<file path="src/rtl/scan_chain_ctrl.sv">
// scan_chain_ctrl: loads a pattern into a scan chain, captures once, unloads and compares against a golden response.
module scan_chain_ctrl #(
  parameter int CHAIN_LEN = 8,
  parameter int CNT_W     = 7
) (
  input  logic                 CLK,
  input  logic                 RST,
  input  logic                 start,
  input  logic                 abort,
  input  logic [CHAIN_LEN-1:0] pattern,
  input  logic [CHAIN_LEN-1:0] expected,
  output logic                 SE,
  output logic                 SD,
  input  logic                 SO,
  output logic [CHAIN_LEN-1:0] response,
  output logic                 busy,
  output logic                 done,
  output logic                 pass
);
  typedef enum logic [2:0] {IDLE, SHIFT_IN, CAPTURE, SHIFT_OUT, DONE} state_t;
  localparam logic [CNT_W-1:0] LAST = CNT_W'(CHAIN_LEN - 1);
  state_t               state, state_n;
  logic [CNT_W-1:0]     cnt, cnt_n;
  logic [CHAIN_LEN-1:0] pat_sh, exp_r, shift_r, shift_n;
  logic                 se_n, sd_n, last;
  assign last    = cnt == LAST;
  assign shift_n = {shift_r[CHAIN_LEN-2:0], SO};
  assign busy    = state inside {SHIFT_IN, CAPTURE, SHIFT_OUT};
  assign done    = state == DONE;
  always_comb begin
    state_n = state;
    cnt_n   = '0;
    se_n    = 1'b0;
    sd_n    = 1'b0;
    if (abort) state_n = IDLE;
    else unique case (state)
      IDLE: if (start) begin
        state_n = SHIFT_IN;
        se_n    = 1'b1;
        sd_n    = pattern[CHAIN_LEN-1];
      end
      SHIFT_IN: if (last) state_n = CAPTURE;
      else begin
        cnt_n = cnt + CNT_W'(1);
        se_n  = 1'b1;
        sd_n  = pat_sh[CHAIN_LEN-1];
      end
      CAPTURE: begin
        state_n = SHIFT_OUT;
        se_n    = 1'b1;
      end
      SHIFT_OUT: if (last) state_n = DONE;
      else begin
        cnt_n = cnt + CNT_W'(1);
        se_n  = 1'b1;
      end
      DONE:    state_n = IDLE;
      default: state_n = IDLE;
    endcase
  end
  // SE/SD are registered from next-state values so they switch on the same edge as the state
  always_ff @(posedge CLK) begin
    if (RST) begin
      state    <= IDLE;
      cnt      <= '0;
      SE       <= 1'b0;
      SD       <= 1'b0;
      pass     <= 1'b0;
      response <= '0;
      pat_sh   <= '0;
      exp_r    <= '0;
      shift_r  <= '0;
    end else begin
      state <= state_n;
      cnt   <= cnt_n;
      SE    <= se_n;
      SD    <= sd_n;
      if (state == IDLE && start && !abort) begin
        pat_sh <= pattern << 1;
        exp_r  <= expected;
      end else if (state == SHIFT_IN) pat_sh <= pat_sh << 1;
      // unload into a shadow register so an aborted run leaves response untouched
      if (state == SHIFT_OUT && !abort) begin
        shift_r <= shift_n;
        if (last) begin
          response <= shift_n;
          pass     <= shift_n == exp_r;
        end
      end
    end
  end
endmodule

</file>
<file path="config.mk">
export PLATFORM = sky130hd
export DESIGN_NAME = scan_chain_ctrl
export DESIGN_NICKNAME = d
export VERILOG_FILES = /design/src/rtl/scan_chain_ctrl.sv
export SDC_FILE = /design/constraint.sdc
export NUM_CORES = 1
export LEC_CHECK = 0
export BUFFER_PORTS_ARGS = -buffer_cell sky130_fd_sc_hd__buf_4
export CORE_ASPECT_RATIO = 1.75
export CORE_MARGIN = 3
export CORE_UTILIZATION = 25
export CTS_BUF_LIST = sky130_fd_sc_hd__clkbuf_16
export CTS_CLUSTER_DIAMETER = 40
export DETAILED_ROUTE_END_ITERATION = 12
export PLACE_DENSITY_LB_ADDON = 0.15
export SETUP_SLACK_MARGIN = 0.4
export SYNTH_ARGS = -nofsm -noshare
export SYNTH_HDL_FRONTEND = slang
export SYNTH_SLANG_ARGS = --single-unit
</file>
<file path="constraint.sdc">
create_clock -name CLK -period 1.7 [get_ports CLK]
set_clock_uncertainty 0.05 [all_clocks]
set_input_delay 0.255 -clock CLK [delete_from_list [all_inputs] [get_ports CLK]]
set_output_delay 0.255 -clock CLK [all_outputs]
set_load 0.005 [all_outputs]
</file>
Word level (Yosys, flattened, before mapping) --
Cells that the tools add are included.
Storage, ports and cells: register bits after elaboration 43, bits of input ports 21, output and inout port bits 13, word-level logic and storage cells 44
Operators by class: $add $sub $neg 1, eq/ne operators 9, multiplexer cells 12, bitwise gates (word level) 1, reductions and logical operators 12
Operator list (number):
- 8-bit two-way mux | 2
- 3-bit one-hot mux with 4 select lines | 1
- 3-bit two-way mux | 3
- 8-bit == test | 1
- 7-bit by 1-bit adder with 7-bit output (second input constant) | 1
- 7-bit by 3-bit == test with 1-bit output (second input constant) | 1
- 3-bit by 2-bit == test with 1-bit output (second input constant) | 2
- 2-bit inequality test (second input constant) | 3
- 1-bit two-way mux | 4
- 2-bit OR reduction | 2
- 4-bit OR reduction | 1
- 3-bit by 1-bit == test with 1-bit output (second input constant) | 1
- 3-bit == test (second input constant) | 1
- 1-bit logical AND | 3
- 3-bit logical NOT | 1
- 1-bit one-hot mux with 3 select lines | 1
- 3-bit AND reduction | 1
- 3-bit nonzero test | 1
- 1-bit one-hot mux with 2 select lines | 1
- 2-bit AND reduction | 1
- 2-bit nonzero test | 1
- 1-bit logical NOT | 1
- 1-bit NOT | 1

Depth between registers and ports, before layout --
Gate-level depths: netlist (run 1).
depth in word-level cells 4, gate-level depth with buffers 6, gate-level depth less buffers 4

Least setup slack after synthesis (run 1) --
Ideal clock, no wire load.
path type reg2reg, start point register state[1], end point register pat_sh[6], setup time 0.132 ns, arrival time 1.389 ns, data required time 1.518 ns, path slack 0.128 ns, cell stages (with the launch flop) 7, path buffers 3, period minus slack after synthesis 1.572 ns, cell sequence dfxtp_1 buf_2 or3b_2 buf_2 buf_2 o211ai_1 a21oi_1
On the way: cells in the longest elaborated chain, start to end 4, elaborated cells on any way between the ends 6, classes of those cells eq/ne (1); mux (1); reduce/logical (4)
Ends and longest elaborated chain:
- from (decl) | line 22 | state_t state, state_n;
- from (signal assigned) | line 74 | state <= state_n;
- 3-bit logical NOT | line 78 | if (state == IDLE && start && !abort) begin
- 1-bit logical AND (2 in a row) | line 78
- 8-bit two-way mux / 2-bit nonzero test (equally long branches)
- to (signal assigned) | line 79 | pat_sh <= pattern << 1;
- to (signal assigned) | line 81 | end else if (state == SHIFT_IN) pat_sh <= pat_sh << 1;
- to (decl) | line 24 | logic [CHAIN_LEN-1:0] pat_sh, exp_r, shift_r, shift_n;
Several ways; a longest one is shown, not always the timed one. A chain may end at the register's enable or synchronous reset.

Worst setup path after layout (run 1) --
start point register cnt[6], end point register state[1]
On the way: cells in the longest elaborated chain, start to end 3, elaborated cells on any way between the ends 4, classes of those cells eq/ne (3); reduce/logical (1)
Ends and longest elaborated chain:
- from (decl) | line 23 | logic [CNT_W-1:0] cnt, cnt_n;
- from (signal assigned) | line 75 | cnt <= cnt_n;
- 7-bit by 3-bit == test with 1-bit output * | line 26 | assign last = cnt == LAST;
- 2-bit inequality test (no source line)
- 3-bit AND reduction (no source line) *
Every way passes the cells marked *; elsewhere a longest branch is shown, timed or not.

==> results of run 1 <==
[where the power goes]
part / internal, mW / total, mW / switching (mW)
clock network: 0.529 / 0.894 / 0.366
registers: 1.03 / 1.04 / 0.0156
logic: 0.0791 / 0.160 / 0.0814
[final cells by class]
class                      instances  share of cell area (%)
clock buffer                       5                    4.98
multi-input combinational        148                    40.8
timing repair buffer              47                    14.5
tap                               86                    4.28
clock inverter                     3                   0.448
sequential                        43                    34.5
inverter                           3                   0.448
[cell families (layout without fill, tap and decap cells)]
family                     after synthesis  count (layout)
AOI/OAI and AO/OA                       73              73
and+or+nand+nor                         63              63
xor gates and xnor gates                11              11
buffers and inverters                   25              58
DFF                                     43              43
adders and majority gates                1               1
[final timing paths]
kind,startpoint,end,slack (ps),depth (start not counted)
hold reg to reg,cnt[0],cnt[0],400,1
setup reg to reg,cnt[6],state[1],120,3
setup / recovery,cnt[6],state[1],120,3
hold / removal,expected[0],exp_r[0],190,3
[registers in the layout, summed over array words and instances (netlist names)]
name      flops
pass          1
state         3
pat_sh        7
SE            1
cnt           7
exp_r         8
SD            1
shift_r       7
response      8
[metrics by stage]
stage	util (%)	worst slack (ps)	total power [mW]
floorplan	-	225	1.16
global placement	31.3	122	1.23
detailed placement	31.3	87.9	1.23
CTS	34.1	115	2.13
global route	34.5	49.9	2.19
finish	34.5	125	2.10
[Yosys cell counts (3+ instances only)]
| master | number | area [µm²] |
|---|---|---|
| buf_2 | 7 | 35.0 |
| o21ai_0 | 10 | 50.1 |
| o31ai_1 | 10 | 75.1 |
| nand2_1 | 16 | 60.1 |
| nor4_1 | 4 | 25.0 |
| dfxtp_1 | 43 | 861 |
| clkbuf_1 | 12 | 45.0 |
| xor2_1 | 10 | 87.6 |
| a32oi_1 | 6 | 52.6 |
| nand4_1 | 8 | 50.1 |
| nor2_1 | 8 | 30.0 |
| a21oi_1 | 32 | 160 |
| inv_1 | 3 | 11.3 |
| nand3_1 | 12 | 60.1 |
| o211ai_1 | 8 | 60.1 |
[what timing repair did]
action | in CTS | in global routing
endpoints found under the setup margin | 45 | 44
buffers inserted | 2 | 0
pin swaps | 2 | 1
gates resized for setup | 9 | 8
hold buffers | 0 | 0
[routing by layer]
metal / up-vias / routed length, µm / global-route usage [%]
met1: 778 / 2070 / 14.6
met3: 7 / 198 / 2.57
met2: 29 / 2520 / 20.6
li1: 858 / - / -
met5: - / 0 / 0
met4: 0 / 100 / 4.35
[worst max-delay path: cells and delay by family, from the launching register on]
kind	cells	cell delay, ps
AOI/OAI and AO/OA	1	130
DFF	1	330
and+or+nand+nor	2	1010
==> flow_metrics.py, run 1 <==
metrics = {
    "place": {
        "dp_cells": 325,
        "io_buffers": 33,
        "placed_cell_area_um2": 2280,
        "gp_congestion": 0.727,
        "dp_hpwl_um": 3570,
    },
    "timing": {
        "period_needed_ps": 1580,
        "timing.final.crit_share_pct": 92.6,
        "tightest_slew_ps": 376,
        "fmax_ghz": 0.635,
        "hold_viol": 0,
        "drv_slew": 0,
        "whs_ps": 190,
        "final.setup.tns_ps": 0,
        "rsz0062_at_grt": "yes",
        "max_slew_margin_pct": 74.7,
        "setup_viol": 0,
    },
    "grt": {
        "track_usage_pct": 12.0,
        "grt_pass1_wl_um": 8280,
        "grt_overflow": 0,
        "antenna_found_initial": 0,
        "grt_max_degree": 25,
        "first_global_vias": 1696,
    },
    "synthesis": {
        "synth-seq-cells": 43,
        "ys.flop_type": "dfxtp_1",
        "ys_types": 37,
        "synth-compound-area-share_pct": 24.3,
        "synth_seq_area_share_pct": 45.6,
        "ys.warnings.count": 0,
        "syn_area_per_cell_um2": 8.74,
        "synthCells": 216,
        "syn_nets": 238,
        "synth_top_family_by_area": "compound AO/OA/AOI/OAI gates",
        "async_reset_ff_share_pct": 0,
        "synthSimpleGateAreaFrac_pct": 18.6,
        "syn-cell-area_um2": 1890,
        "synth_xor_area_share_pct": 5.11,
        "synthMuxAreaShare_pct": 0,
        "synth_adder_area_share_pct": 0.663,
        "synth-edff-count": 0,
    },
    "die": {
        "io_pins": 34,
        "fp.dieH_um": 121,
        "initial_core_util_pct": 25.9,
        "core_um2": 7280,
        "die_area_um2": 8670,
        "num_rows": 41,
        "die_width_um": 71.7,
    },
    "final_layout": {
        "design_area_um2": 2510,
        "final_cell_mix": "buf_4 (46), dfxtp_1 (40), a21oi_1 (30), nand2_1 (15), nand3_1 (12)",
        "n_fill_cell": 822,
        "final_common_cell": "buf_4",
        "stdcell_count": 335,
        "antenna_cells": 0,
        "area_delta_synth_final_pct": 33.3,
        "regArea_um2": 867,
        "drive_gt1_share_pct": 30.5,
        "multi_input_area_um2": 1030,
        "fin_nets": 270,
    },
    "clocking": {
        "cts.sinks": 43,
        "cts_buffers": 5,
        "clk_path_buf_depth": 2,
        "h-tree-depth": 2,
        "clkTransAtPathRegs_ps": 60,
        "tritoncts": "done",
        "clk_latency_ps": 280,
        "cts_root_buf": "clkbuf_16",
    },
    "setup_path": {
        "path_class": "reg -> reg",
        "cp.arrival_ps": 1730,
        "start_kind": "flop",
        "endpoint_kind": "flop",
        "slowest_delay_ps": 590,
        "cp_max_fo": 5,
        "crit_required_ps": 1860,
        "path_cells": "or4_4 > or4_1 > a21boi_1",
        "cp_slowest_cell": "or4_4",
    },
    "detailed_routing": {
        "viasPerCell": 4.99,
        "final_antenna_net_count": 0,
        "drt-total-wl_um": 4890,
        "route.detailed.drc": 0,
        "drt-initial-drc-count": 94,
        "avgRoutedWirePerCell_um": 14.6,
        "firstDrtPassIters": 4,
        "dr_total_vias": 1672,
    },
    "pwr": {
        "power_density_nw_per_um2": 834,
        "cellLeakagePower_nw": 0.915,
        "worst_ir_drop_vdd_uv": 494,
    },
    "run_status": {
        "status": "complete, no violations",
    },
    "run": {
        "maxCapViolCount": 0,
    },
    "min_path": {
        "hold_path.class": "in -> reg",
    },
}
(Power assumes the default switching activity.)
==> run 2, diff against run 1 <==
--- a/config.mk
+++ b/config.mk
@@ -12,6 +12,7 @@
 export CTS_BUF_LIST = sky130_fd_sc_hd__clkbuf_16
 export CTS_CLUSTER_DIAMETER = 40
 export DETAILED_ROUTE_END_ITERATION = 12
+export GPL_TIMING_DRIVEN = 0
 export PLACE_DENSITY_LB_ADDON = 0.15
 export SETUP_SLACK_MARGIN = 0.4
 export SYNTH_ARGS = -nofsm -noshare
==> run 2 against run 1 <==
Net effect:
- via count up 9.1%
- sequential share of layout area down 4.9 points
- register-to-register slack about the same
- largest cell class unchanged
- clock power up 19%
==> flow_metrics.py, run 2 (same netlist as run 1, synthesis figures left out) <==
metrics = {
    "place": {
        "post-place-ws_ps": 41.9,
        "dp_hpwl_um": 3740,
        "gp_congestion": 0.731,
        "io_buffers": 32,
    },
    "setup_path": {
        "crit_path_start": "cnt[4]",
        "r2r-start": "cnt[4]",
        "cp_slowest_cell": "or4_4",
        "critPathTopFamily": "simple AND/OR/NAND/NOR gates",
        "cp.arrival_ps": 1680,
        "slowest_delay_ps": 570,
        "crit_required_ps": 1800,
        "path_cells": "or4_4 > clkbuf_16 > o31ai_1 > a21oi_1",
        "cp_max_fo": 5,
        "endpoint_kind": "flop",
        "path_class": "reg -> reg",
        "start_kind": "flop",
        "path_buf_inv": 1,
    },
    "clocking": {
        "clk_path_buf_depth": 2,
        "tritoncts": "done",
        "cts.sinks": 43,
        "cts_buffers": 5,
        "h-tree-depth": 2,
        "clk_latency_ps": 280,
        "cts_root_buf": "clkbuf_16",
        "ctsHoldBuffers": 0,
        "clkTransAtPathRegs_ps": 60,
    },
    "timing": {
        "hold_viol": 0,
        "setup_viol": 0,
        "timing.final.crit_share_pct": 93.3,
        "max_slew_margin_pct": 57.3,
        "fin_ws_ps": 115,
        "final.setup.tns_ps": 0,
        "rsz0062_at_grt": "yes",
        "period_needed_ps": 1590,
        "fmax_ghz": 0.631,
        "drv_slew": 0,
        "tightest_slew_ps": 641,
    },
    "final_layout": {
        "reg_top3": "exp_r: 8 flops, response: 8 flops",
        "final_common_cell": "buf_4",
        "final_cell_mix": "buf_4 (47), dfxtp_1 (38), a21oi_1 (26), nand3_1 (12), nand2_1 (12)",
        "fin_util_pct": 40.4,
        "fin_nets": 299,
        "drive_gt1_share_pct": 42.8,
        "area_delta_synth_final_pct": 55.9,
        "antenna_cells": 0,
        "n_fill_cell": 760,
    },
    "detailed_routing": {
        "viasPerCell": 5.01,
        "drt-initial-drc-count": 53,
        "final_antenna_net_count": 0,
        "firstDrtPassIters": 4,
        "drt-total-wl_um": 5470,
        "route.detailed.drc": 0,
        "dr_total_vias": 1824,
        "avgRoutedWirePerCell_um": 15.0,
    },
    "min_path": {
        "hold_path.class": "in -> reg",
        "hp-start": "expected[2]",
    },
    "die": {
        "initial_core_util_pct": 25.9,
        "die_width_um": 71.7,
        "die_area_um2": 8670,
        "io_pins": 34,
        "core_um2": 7280,
        "num_rows": 41,
        "fp.dieH_um": 121,
    },
    "pwr": {
        "cellLeakagePower_nw": 1.11,
        "worst_ir_drop_vdd_uv": 324,
        "power_density_nw_per_um2": 794,
        "total_power_mw": 2.34,
    },
    "run": {
        "maxCapViolCount": 0,
    },
    "run_status": {
        "status": "complete, no violations",
    },
    "grt": {
        "grt_overflow": 0,
        "track_usage_pct": 13.4,
        "first_global_vias": 1884,
        "grt_pass1_wl_um": 9190,
        "antenna_found_initial": 0,
        "grt_max_degree": 14,
    },
}
## run 2: changes by cell type in the layout (fill, tap and decap cells not counted), sizes merged
cell and change:
bufinv +1, buf +18, inv -1, clkbuf +11
## run 2: through the flow
| step | instance area [µm²] | hold slack [ps] | std cells |
|---|---|---|---|
| 4_1_cts | 2810 | 185 | 358 |
| 6_report | 2940 | 190 | 364 |
| 3_5_place_dp | 2330 | 392 | 334 |
| 2_1_floorplan | 1980 | 341 | 216 |
| 5_1_grt | 2940 | 200 | 364 |
| 3_3_place_gp | 2330 | 380 | 334 |
## run 2: what timing repair did
item	CTS	global route
buffers inserted	13	5
resized for setup	44	21
pin swaps	21	15
gates cloned	3	1
endpoints found under the setup margin	45	45
## run 2: worst reg2reg max path, cell delays in order, from the launching register on
cell and delay (ps):
dfxtp_4 340, or4_4 570, clkbuf_16 180, o31ai_1 210, a21oi_1 100
## run 2: routing by layer
metal  part of all wire (%)  GRT usage, %  wire length, µm  vias up
li1                       -             -                -      918
met1                     37          14.2             2010      863
met2                     57          24.8             3130       32
met3                    3.3          2.57              180       11
met4                    2.5          6.12              138        0
met5                      0             0                0        -
## run 2: final timing paths
| path | depth (start not counted) | slack, ps | endpoint |
|---|---|---|---|
| worst max-delay path | 4 | 110 | response[7] |
| worst min register to register | 1 | 400 | cnt[0] |
| worst min-delay path | 3 | 190 | exp_r[2] |
| worst max register to register | 4 | 110 | response[7] |
## run 2: layout make-up
type,count,area [µm²],share of cell area [%]
Multi-Input combinational cell,148,1070,36.4
Tap cell,86,108,3.66
Timing Repair Buffer,54,495,16.8
Clock buffer,5,125,4.25
Sequential cell,43,870,29.6
Inverter,3,11.3,0.383
Buffer,22,223,7.57
Clock inverter,3,38.8,1.32
## run 2: report_power, final
group          leakage [nW]  total [mW]  switching [mW]  internal (mW)
Combinational         0.674       0.231           0.106          0.125
Clock                0.0812        1.06           0.379          0.685
Sequential            0.351        1.04          0.0139           1.03
